$ cat config.mk
export PLATFORM = sky130hd
export DESIGN_NAME = weight_fetch_ctrl_flat
export DESIGN_NICKNAME = d
export VERILOG_FILES = /design/src/rtl/weight_fetch_ctrl_if.sv /design/src/rtl/weight_fetch_ctrl.sv /design/src/flat_wrapper.sv
export SDC_FILE = /design/constraint.sdc
export NUM_CORES = 1
export LEC_CHECK = 0
export ABC_AREA = 0
export BUFFER_PORTS_ARGS = -buffer_cell sky130_fd_sc_hd__buf_4
export CORE_AREA = 2 2 61 63
export DETAILED_ROUTE_END_ITERATION = 7
export DIE_AREA = 0 0 63 65
export PLACE_DENSITY = 0.76
export SLEW_MARGIN = 20
export SYNTH_ARGS = -nofsm -noshare
export SYNTH_HDL_FRONTEND = slang
export SYNTH_SLANG_ARGS = --single-unit
export TNS_END_PERCENT = 50
$ cat constraint.sdc
create_clock -name clk_i -period 2.94 [get_ports clk_i]
set_input_delay 0.882 -clock clk_i [delete_from_list [all_inputs] [get_ports clk_i]]
set_output_delay 0.882 -clock clk_i [all_outputs]
set_load 0.01 [all_outputs]
$ cat src/rtl/weight_fetch_ctrl_if.sv
// weight_fetch_ctrl_if: start/done, ROM and weight-stream signals of weight_fetch_ctrl.
// WEIGHT_FETCH_STALL_CNT_EN adds stall_cnt_o.
interface weight_fetch_ctrl_if #(parameter int DEPTH = 3, parameter int WIDTH = 8);
  logic             start_i;
  logic             busy_o;
  logic             done_o;
  logic [DEPTH-1:0] rom_addr_o;
  logic [WIDTH-1:0] rom_data_i;
  logic [WIDTH-1:0] weight_o;
  logic [DEPTH-1:0] index_o;
  logic             last_o;
  logic             valid_o;
  logic             ready_i;
`ifdef WEIGHT_FETCH_STALL_CNT_EN
  logic [15:0]      stall_cnt_o;
  modport slave (input start_i, rom_data_i, ready_i,
                 output busy_o, done_o, rom_addr_o, weight_o, index_o, last_o, valid_o, stall_cnt_o);
  modport master (output start_i, rom_data_i, ready_i,
                  input busy_o, done_o, rom_addr_o, weight_o, index_o, last_o, valid_o, stall_cnt_o);
`else
  modport slave (input start_i, rom_data_i, ready_i,
                 output busy_o, done_o, rom_addr_o, weight_o, index_o, last_o, valid_o);
  modport master (output start_i, rom_data_i, ready_i,
                  input busy_o, done_o, rom_addr_o, weight_o, index_o, last_o, valid_o);
`endif
endinterface

$ cat src/rtl/weight_fetch_ctrl.sv
// weight_fetch_ctrl: walks a 1-cycle-latency weight ROM once per start and streams weights via a 2-entry FIFO.
// WEIGHT_FETCH_STALL_CNT_EN adds a saturating stall cycle counter on stall_cnt_o.
module weight_fetch_ctrl #(
  parameter int DEPTH       = 3,
  parameter int WIDTH       = 8,
  parameter int NUM_WEIGHTS = 8
) (
  input logic                clk_i,
  input logic                reset_i,
  weight_fetch_ctrl_if.slave bus
);
  typedef enum logic [1:0] {IDLE, FETCH, DRAIN} state_t;
  localparam int LAST_I = NUM_WEIGHTS - 1;
  localparam logic [DEPTH:0] LAST = LAST_I[DEPTH:0];
  state_t           r_state, w_next;
  logic [DEPTH:0]   r_issue_cnt;
  logic [DEPTH-1:0] r_addr;
  logic             r_inflight, r_done;
  logic [WIDTH-1:0] r_mem_w [2];
  logic [DEPTH-1:0] r_mem_i [2];
  logic [1:0]       r_mem_l;
  logic             r_rd, r_wr;
  logic [1:0]       r_cnt;
  logic             w_start, w_pop, w_issue, w_last_pop, w_in_last;
  assign w_start    = r_state == IDLE && bus.start_i;
  assign w_pop      = r_cnt != 2'd0 && bus.ready_i;
  // credit: FIFO entries plus the word in flight must leave room after this cycle's pop
  assign w_issue    = r_state == FETCH && ({1'b0, r_cnt} + {2'b0, r_inflight} < 3'd2 + {2'b0, w_pop});
  assign w_last_pop = w_pop && r_mem_l[r_rd];
  assign w_in_last  = {1'b0, r_addr} == LAST;
  always_ff @(posedge clk_i) begin
    if (reset_i) r_state <= IDLE;
    else r_state <= w_next;
  end
  always_comb begin
    w_next = r_state == IDLE  ? (w_start ? FETCH : IDLE) :
             r_state == FETCH ? (w_issue && r_issue_cnt == LAST ? DRAIN : FETCH) :
                                (w_last_pop ? IDLE : DRAIN);
  end
  always_comb begin
    bus.busy_o = r_state != IDLE;
  end
  always_ff @(posedge clk_i) begin
    if (reset_i) begin
      r_issue_cnt <= '0;
      r_addr      <= '0;
      r_inflight  <= 1'b0;
      r_done      <= 1'b0;
      r_rd        <= 1'b0;
      r_wr        <= 1'b0;
      r_cnt       <= 2'd0;
      r_mem_w[0]  <= '0;
      r_mem_w[1]  <= '0;
      r_mem_i[0]  <= '0;
      r_mem_i[1]  <= '0;
      r_mem_l     <= 2'b00;
    end else begin
      r_done     <= w_last_pop;
      r_inflight <= w_issue;
      if (w_issue) begin
        r_addr      <= r_issue_cnt[DEPTH-1:0];
        r_issue_cnt <= r_issue_cnt + 1'b1;
      end
      if (w_start) begin
        r_issue_cnt <= '0;
        r_rd        <= 1'b0;
        r_wr        <= 1'b0;
        r_cnt       <= 2'd0;
      end else begin
        if (r_inflight) begin
          r_mem_w[r_wr] <= bus.rom_data_i;
          r_mem_i[r_wr] <= r_addr;
          r_mem_l[r_wr] <= w_in_last;
          r_wr          <= ~r_wr;
        end
        if (w_pop) r_rd <= ~r_rd;
        r_cnt <= r_cnt + {1'b0, r_inflight} - {1'b0, w_pop};
      end
    end
  end
  assign bus.rom_addr_o = w_issue ? r_issue_cnt[DEPTH-1:0] : r_addr;
  assign bus.valid_o    = r_cnt != 2'd0;
  assign bus.weight_o   = r_mem_w[r_rd];
  assign bus.index_o    = r_mem_i[r_rd];
  assign bus.last_o     = bus.valid_o && r_mem_l[r_rd];
  assign bus.done_o     = r_done;
`ifdef WEIGHT_FETCH_STALL_CNT_EN
  logic [15:0] r_stall;
  always_ff @(posedge clk_i) begin
    if (reset_i || w_start) r_stall <= '0;
    else if (bus.valid_o && !bus.ready_i && r_stall != 16'hFFFF) r_stall <= r_stall + 1'b1;
  end
  assign bus.stall_cnt_o = r_stall;
`endif
endmodule
$ cat src/flat_wrapper.sv
// flat-port wrapper written by rule: the top's interface ports become plain ports
module weight_fetch_ctrl_flat 
#(
  parameter int DEPTH       = 3,
  parameter int WIDTH       = 8,
  parameter int NUM_WEIGHTS = 8
)
  (clk_i, reset_i, bus_start_i, bus_rom_data_i, bus_ready_i, bus_busy_o, bus_done_o, bus_rom_addr_o, bus_weight_o, bus_index_o, bus_last_o, bus_valid_o);
  weight_fetch_ctrl_if #(.DEPTH(DEPTH), .WIDTH(WIDTH)) bus_i ();
  input logic clk_i;
  input logic reset_i;
  input wire logic [$bits(bus_i.start_i)-1:0] bus_start_i;
  input wire logic [$bits(bus_i.rom_data_i)-1:0] bus_rom_data_i;
  input wire logic [$bits(bus_i.ready_i)-1:0] bus_ready_i;
  output wire logic [$bits(bus_i.busy_o)-1:0] bus_busy_o;
  output wire logic [$bits(bus_i.done_o)-1:0] bus_done_o;
  output wire logic [$bits(bus_i.rom_addr_o)-1:0] bus_rom_addr_o;
  output wire logic [$bits(bus_i.weight_o)-1:0] bus_weight_o;
  output wire logic [$bits(bus_i.index_o)-1:0] bus_index_o;
  output wire logic [$bits(bus_i.last_o)-1:0] bus_last_o;
  output wire logic [$bits(bus_i.valid_o)-1:0] bus_valid_o;
  assign bus_i.start_i = bus_start_i;
  assign bus_i.rom_data_i = bus_rom_data_i;
  assign bus_i.ready_i = bus_ready_i;
  assign bus_busy_o = bus_i.busy_o;
  assign bus_done_o = bus_i.done_o;
  assign bus_rom_addr_o = bus_i.rom_addr_o;
  assign bus_weight_o = bus_i.weight_o;
  assign bus_index_o = bus_i.index_o;
  assign bus_last_o = bus_i.last_o;
  assign bus_valid_o = bus_i.valid_o;
  weight_fetch_ctrl #(.DEPTH(DEPTH), .WIDTH(WIDTH), .NUM_WEIGHTS(NUM_WEIGHTS)) u_core (.clk_i(clk_i), .reset_i(reset_i), .bus(bus_i));
endmodule
# Yosys cells after proc, flatten, opt, wreduce, memory -nomap -nowiden
# Memory sizes are Yosys's and may differ from the RTL's. A register that Yosys moved wholly into a read port is not among the register bits.
# Cells that the tools add are included.
# totals
ram_bits	22
input_bits	12
elab_cells	67
register_bits	17
mem_count	2
out_inout_bits	18
# classes
reduce_logical	14
n_eq_ne	3
add_sub_neg	5
muxes	27
order_cmp	4
n_bitwise	3
# mem_list
name	words	width	read_ports	rd_clocked_by_memory_dff	wr	line	text
u_core.r_mem_w	2	8	1	1	2	weight_fetch_ctrl.sv:19	logic [WIDTH-1:0] r_mem_w [2];
u_core.r_mem_i	2	3	1	1	2	weight_fetch_ctrl.sv:20	logic [DEPTH-1:0] r_mem_i [2];
# op_table
operator	n
1-bit two-way mux	18
2-bit two-way mux	4
8-bit two-way mux	1
8-bit OR reduction	1
1-bit logical AND	7
3-bit two-way mux	2
4-bit by 1-bit adder with 4-bit output (second input constant)	1
4-bit by 3-bit equality test with 1-bit output (second input constant)	1
1-bit by 2-bit less-than comparator with 1-bit output (second input constant)	2
2-bit nonzero test	2
2-bit by 1-bit adder with 3-bit output	1
2-bit by 1-bit adder with 3-bit output (first input constant)	1
3-bit equality test (second input constant)	1
3-bit less-than comparator	1
1-bit inverter	3
3-bit OR reduction	1
2-bit by 1-bit adder with 2-bit output	1
2-bit bitwise mux	1
2-bit by 1-bit equality test with 1-bit output (second input constant)	1
2-bit zero test	1
2-bit AND reduction	1
2-bit OR reduction	1
2-bit by 1-bit subtractor with 2-bit output	1
1-bit demux with 1-bit select	1
1-bit >= comparator (second input constant)	1

# Depth between registers and ports, before layout
# logic_depth
word_depth	9
mapped_depth	8

# Worst setup path after synthesis
# No wires, ideal clock.
# synth_path
kind	input to output
startpoint	in bus_ready_i
endpoint	out bus_rom_addr_o[0]
t_arrival_ns	1.666
required_ns	2.058
path_buffers	0
path_slack_ns	0.392
path_stages	4
cell_sequence	o21ai_2 o21ai_2 nand2_1 mux2_2
# synth_between
elab_chain_len	5
# synth_rtl
element	line	text
start, declared	flat_wrapper.sv:14	input wire logic [$bits(bus_i.ready_i)-1:0] bus_ready_i;
1-bit logical AND	weight_fetch_ctrl.sv:26	assign w_pop = r_cnt != 2'd0 && bus.ready_i;
2-bit by 1-bit adder with 3-bit output	weight_fetch_ctrl.sv:28	assign w_issue = r_state == FETCH && ({1'b0, r_cnt} + {2'b0, r_inflight} < 3'd2 + {2'b0, w_pop});
3-bit less-than comparator	weight_fetch_ctrl.sv:28	
1-bit logical AND	weight_fetch_ctrl.sv:28	
3-bit two-way mux	weight_fetch_ctrl.sv:81	assign bus.rom_addr_o = w_issue ? r_issue_cnt[DEPTH-1:0] : r_addr;
end, declared	flat_wrapper.sv:17	output wire logic [$bits(bus_i.rom_addr_o)-1:0] bus_rom_addr_o;
# No other way between the ends.

# Worst setup path after layout
# layout_path
startpoint	reg u_core.r_inflight
endpoint	out bus_rom_addr_o[0]
# layout_between
elab_chain_len	4
# layout_rtl
element	line	text
start, declared	weight_fetch_ctrl.sv:18	logic r_inflight, r_done;
start signal, assigned	weight_fetch_ctrl.sv:59	r_inflight <= w_issue;
2-bit by 1-bit adder with 3-bit output	weight_fetch_ctrl.sv:28	
3-bit less-than comparator	weight_fetch_ctrl.sv:28	
1-bit logical AND	weight_fetch_ctrl.sv:28	
3-bit two-way mux	weight_fetch_ctrl.sv:81	
# No other way between the ends.

==> flow_metrics.py <==
metrics = {
    "power_and_ir_drop": {
        "pwr-share-clk_pct": 31.7,
        "vdd_drop_max_v": 0.000312,
        "sw_frac_of_total_pct": 23.2,
        "intPower_mw": 0.849,
        "p_comb_share_pct": 11.5,
        "p_switching_mw": 0.256,
        "p_leak_nw": 0.904,
        "pwr-share-seq_pct": 56.8,
        "p_per_area_nw_per_um2": 504,
    },
    "route": {
        "drtPass1Iterations": 4,
        "ant_nets": 0,
        "drtIter0Drc": 37,
        "wl_per_cell_um": 14.6,
        "vias": 1289,
        "wl_um": 3500,
        "route.detailed.drc": 0,
        "avgViaCountPerCell": 5.37,
    },
    "final_layout": {
        "nFillCells": 287,
        "final_core_util_pct": 62.8,
        "layout.cells.non_filler": 240,
        "multi_input_comb_area_sq_um": 787,
        "syn2layout_area_growth_pct": 19.6,
        "regArea_sq_um": 1020,
        "drive_gt1_share_pct": 31.8,
        "fin_nets": 208,
        "antennaDiodeCount": 0,
    },
    "die": {
        "ioPinCount": 30,
        "core_sq_um": 3500,
        "die_h_um": 65,
        "die_width_um": 63,
        "num_rows": 22,
        "start_util_pct": 52.5,
        "dieArea_sq_um": 4100,
    },
    "logic_synthesis": {
        "synth.area.top_cells": "edfxtp_1 (36%), dfxtp_1 (20%), mux2_2 (8.6%), and2_1 (7.8%), ha_1 (3.4%)",
        "syn_nets": 175,
        "synth_cells": 158,
        "synth_compound_area_share_pct": 4.84,
        "ys_ff_latch": 40,
        "synth_top_area_cell": "edfxtp_1",
        "yosysUniqueCellTypes": 31,
        "yosys.area_share.simple_pct": 21.9,
        "synth_top_area_share_pct": 36.0,
        "synthAdderAreaFrac_pct": 3.41,
        "synth_top_family_by_area": "simple AND/OR/NAND/NOR gates",
        "muxShareOfSynthArea_pct": 10.2,
        "yosysSeqAreaShare_pct": 55.6,
        "avgSynthCellArea_sq_um": 11.6,
        "syn_area_sq_um": 1840,
        "synth_xor_area_share_pct": 1.91,
        "yosysWarnings": 0,
    },
    "critical_path": {
        "start_kind": "flop",
        "critPathMaxFanout": 5,
        "crit_required_ps": 2060,
        "worstPathArrival_ps": 1990,
        "r2r_cells": 4,
        "worstSetupPathType": "flop to primary output",
        "worstSetupEndpointType": "primary output",
    },
    "sta": {
        "slew_viol_final": 0,
        "relSlewSlack_pct": 36.0,
        "tightest_slew_ps": 953,
        "hold_viol": 0,
        "final.setup_skew_ps": 6.02,
        "min_period_over_period_pct": 97.7,
        "setup_viol": 0,
        "post-route-min-period_ps": 2870,
        "max_freq_mhz": 348,
        "final.setup.tns_ps": 0,
        "setup_ws_ps": 69.0,
    },
    "cts": {
        "clock_sinks": 40,
        "cts.clk_slew.worst_paths_ps": 120,
        "post_cts_buffers": 0,
        "clock_path_buffers": 2,
        "numCtsBuffers": 5,
        "clk-insertion-delay-late_ps": 340,
        "clockRootBuffer": "clkbuf_4",
        "cts_tree": "done",
        "h-tree-depth": 2,
    },
    "placed_design": {
        "detailedPlace.worstSlack_ps": 206,
        "gp_congestion": 0.841,
        "io_buffers": 29,
        "dp.cells": 232,
        "hpwl_um": 2380,
    },
    "global_route": {
        "grt_pass1_vias": 1305,
        "grt.total_usage_pct": 18.5,
        "grt_first_pass_wirelength_um": 5760,
        "antenna_found_initial": 0,
        "grt_overflow_total": 0,
        "grt_max_degree": 20,
    },
    "worst_hold_path": {
        "min_path_type": "flop to flop",
        "holdPathStages": 2,
    },
    "outcome": {
        "outcome": "completed",
    },
    "run": {
        "cap_violations": 0,
    },
}
==> through the flow <==
| stage | total power [mW] | area, sq um | hold WS [ps] |
|---|---|---|---|
| 2_1_floorplan | 0.711 | 1840 | 460 |
| 3_3_place_gp | 0.760 | 2110 | 482 |
| 3_5_place_dp | 0.767 | 2110 | 498 |
| 4_1_cts | 1.11 | 2180 | 535 |
| 5_1_grt | 1.15 | 2190 | 571 |
| 6_report | 1.11 | 2190 | 530 |
==> flip-flops by register name, summed over array words and instances, names as in the netlist, 2 cells and up, named ones only <==
signal and cells:
u_core.r_mem_w 16, u_core.r_mem_i 6, u_core.r_issue_cnt 4, u_core.r_addr 3
u_core.r_cnt 2, u_core.r_mem_l 2, u_core.r_state 2
==> cell usage in the layout, fill, tap and decap left out <==
cell type	instances
mux2i_1	3
or4_1	2
a31o_2	1
edfxtp_1	22
nor2_2	1
ha_1	5
bufinv_16	1
buf_4	31
o21a_1	1
and3_1	1
o31ai_1	1
xnor2_1	2
clkbuf_4	5
nor4_1	1
mux2_2	14
xor2_1	2
clkinv_1	2
nand2b_1	6
o211ai_1	1
o21ai_0	6
nand3b_1	1
nand2_1	3
dfxtp_1	18
or2_2	3
nor3b_2	2
nand4b_1	5
inv_1	5
nor3_1	5
nand4_1	2
a21oi_1	2
and2_1	23
nand2_2	1
nor2_1	11
or3_1	1
o21ai_2	2
==> worst paths after layout <==
kind                      from                   end  slack (ps)
max          u_core.r_inflight     bus_rom_addr_o[0]          70
min          u_core.r_mem_l[1]     u_core.r_mem_l[1]         530
max reg2reg  u_core.r_state[1]  u_core.r_mem_w[0][6]        1010
min reg2reg  u_core.r_mem_l[1]     u_core.r_mem_l[1]         530
==> logic make-up after synthesis <==
family                     after synthesis
DFF                                     40
xor gates and xnor gates                 4
buffers and inverters                   10
AOI/OAI and AO/OA                       14
adders and majority gates                5
and+or+nand+nor                         68
muxes                                   17
==> critical path, cell delays in order (launching register included) <==
cell	delay [ps]
dfxtp_1	370
ha_1	200
ha_1	190
nand2b_1	190
nor2_2	150
nand2_2	110
mux2_2	280
buf_4	140
==> Yosys cell counts <==
master    instances
nor3b_1           1
nor3_1            5
mux2_2           14
nand4_1           2
xnor2_1           2
o21a_1            1
or2_2             3
edfxtp_1         22
or4_1             2
nand2b_1          6
mux2i_1           3
a21oi_1           2
ha_1              5
or3_1             1
o31ai_1           1
o211ai_1          1
nor3b_2           1
inv_1             5
o21ai_2           2
a31o_2            1
and3_1            1
nor4_1            1
dfxtp_1          18
nand2_1           4
nor2_1           12
o21ai_0           6
clkbuf_1          5
xor2_1            2
nand3b_1          1
and2_1           23
nand4b_1          5
==> layout make-up <==
cell class                 instances  area share, %
sequential                        40           46.5
multi-input combinational        108           35.9
timing repair buffer              31           10.6
tap                               48           2.74
clock buffer                       5           1.71
clock inverter                     3           1.71
inverter                           5          0.855
==> timing repair <==
| action | 4_1_cts | 5_1_grt |
|---|---|---|
| hold endpoints to repair | 0 | 0 |
| resized for setup | 0 | 2 |
| hold buffers | 0 | 0 |
| endpoints found under the setup margin | 0 | 3 |
==> power groups by stage <==
stage / combinational (mW) / clock, mW / sequential, mW
finish: 0.127 / 0.351 / 0.627
detailed placement: 0.126 / 0 / 0.640
global placement: 0.121 / 0 / 0.639
CTS: 0.127 / 0.358 / 0.628
global route: 0.140 / 0.377 / 0.630
floorplan: 0.0772 / 0 / 0.634
==> routing by layer <==
metal	global-route usage, %	share of wire [%]	wire length [um]	vias to the layer above
met2	33.8	52	1820	38
li1	-	-	-	628
met4	8.06	1.3	44	0
met3	5.21	5.1	180	6
met5	0	0	0	-
met1	19.9	41	1450	617
Note: power is estimated with default switching activity, not from simulation.
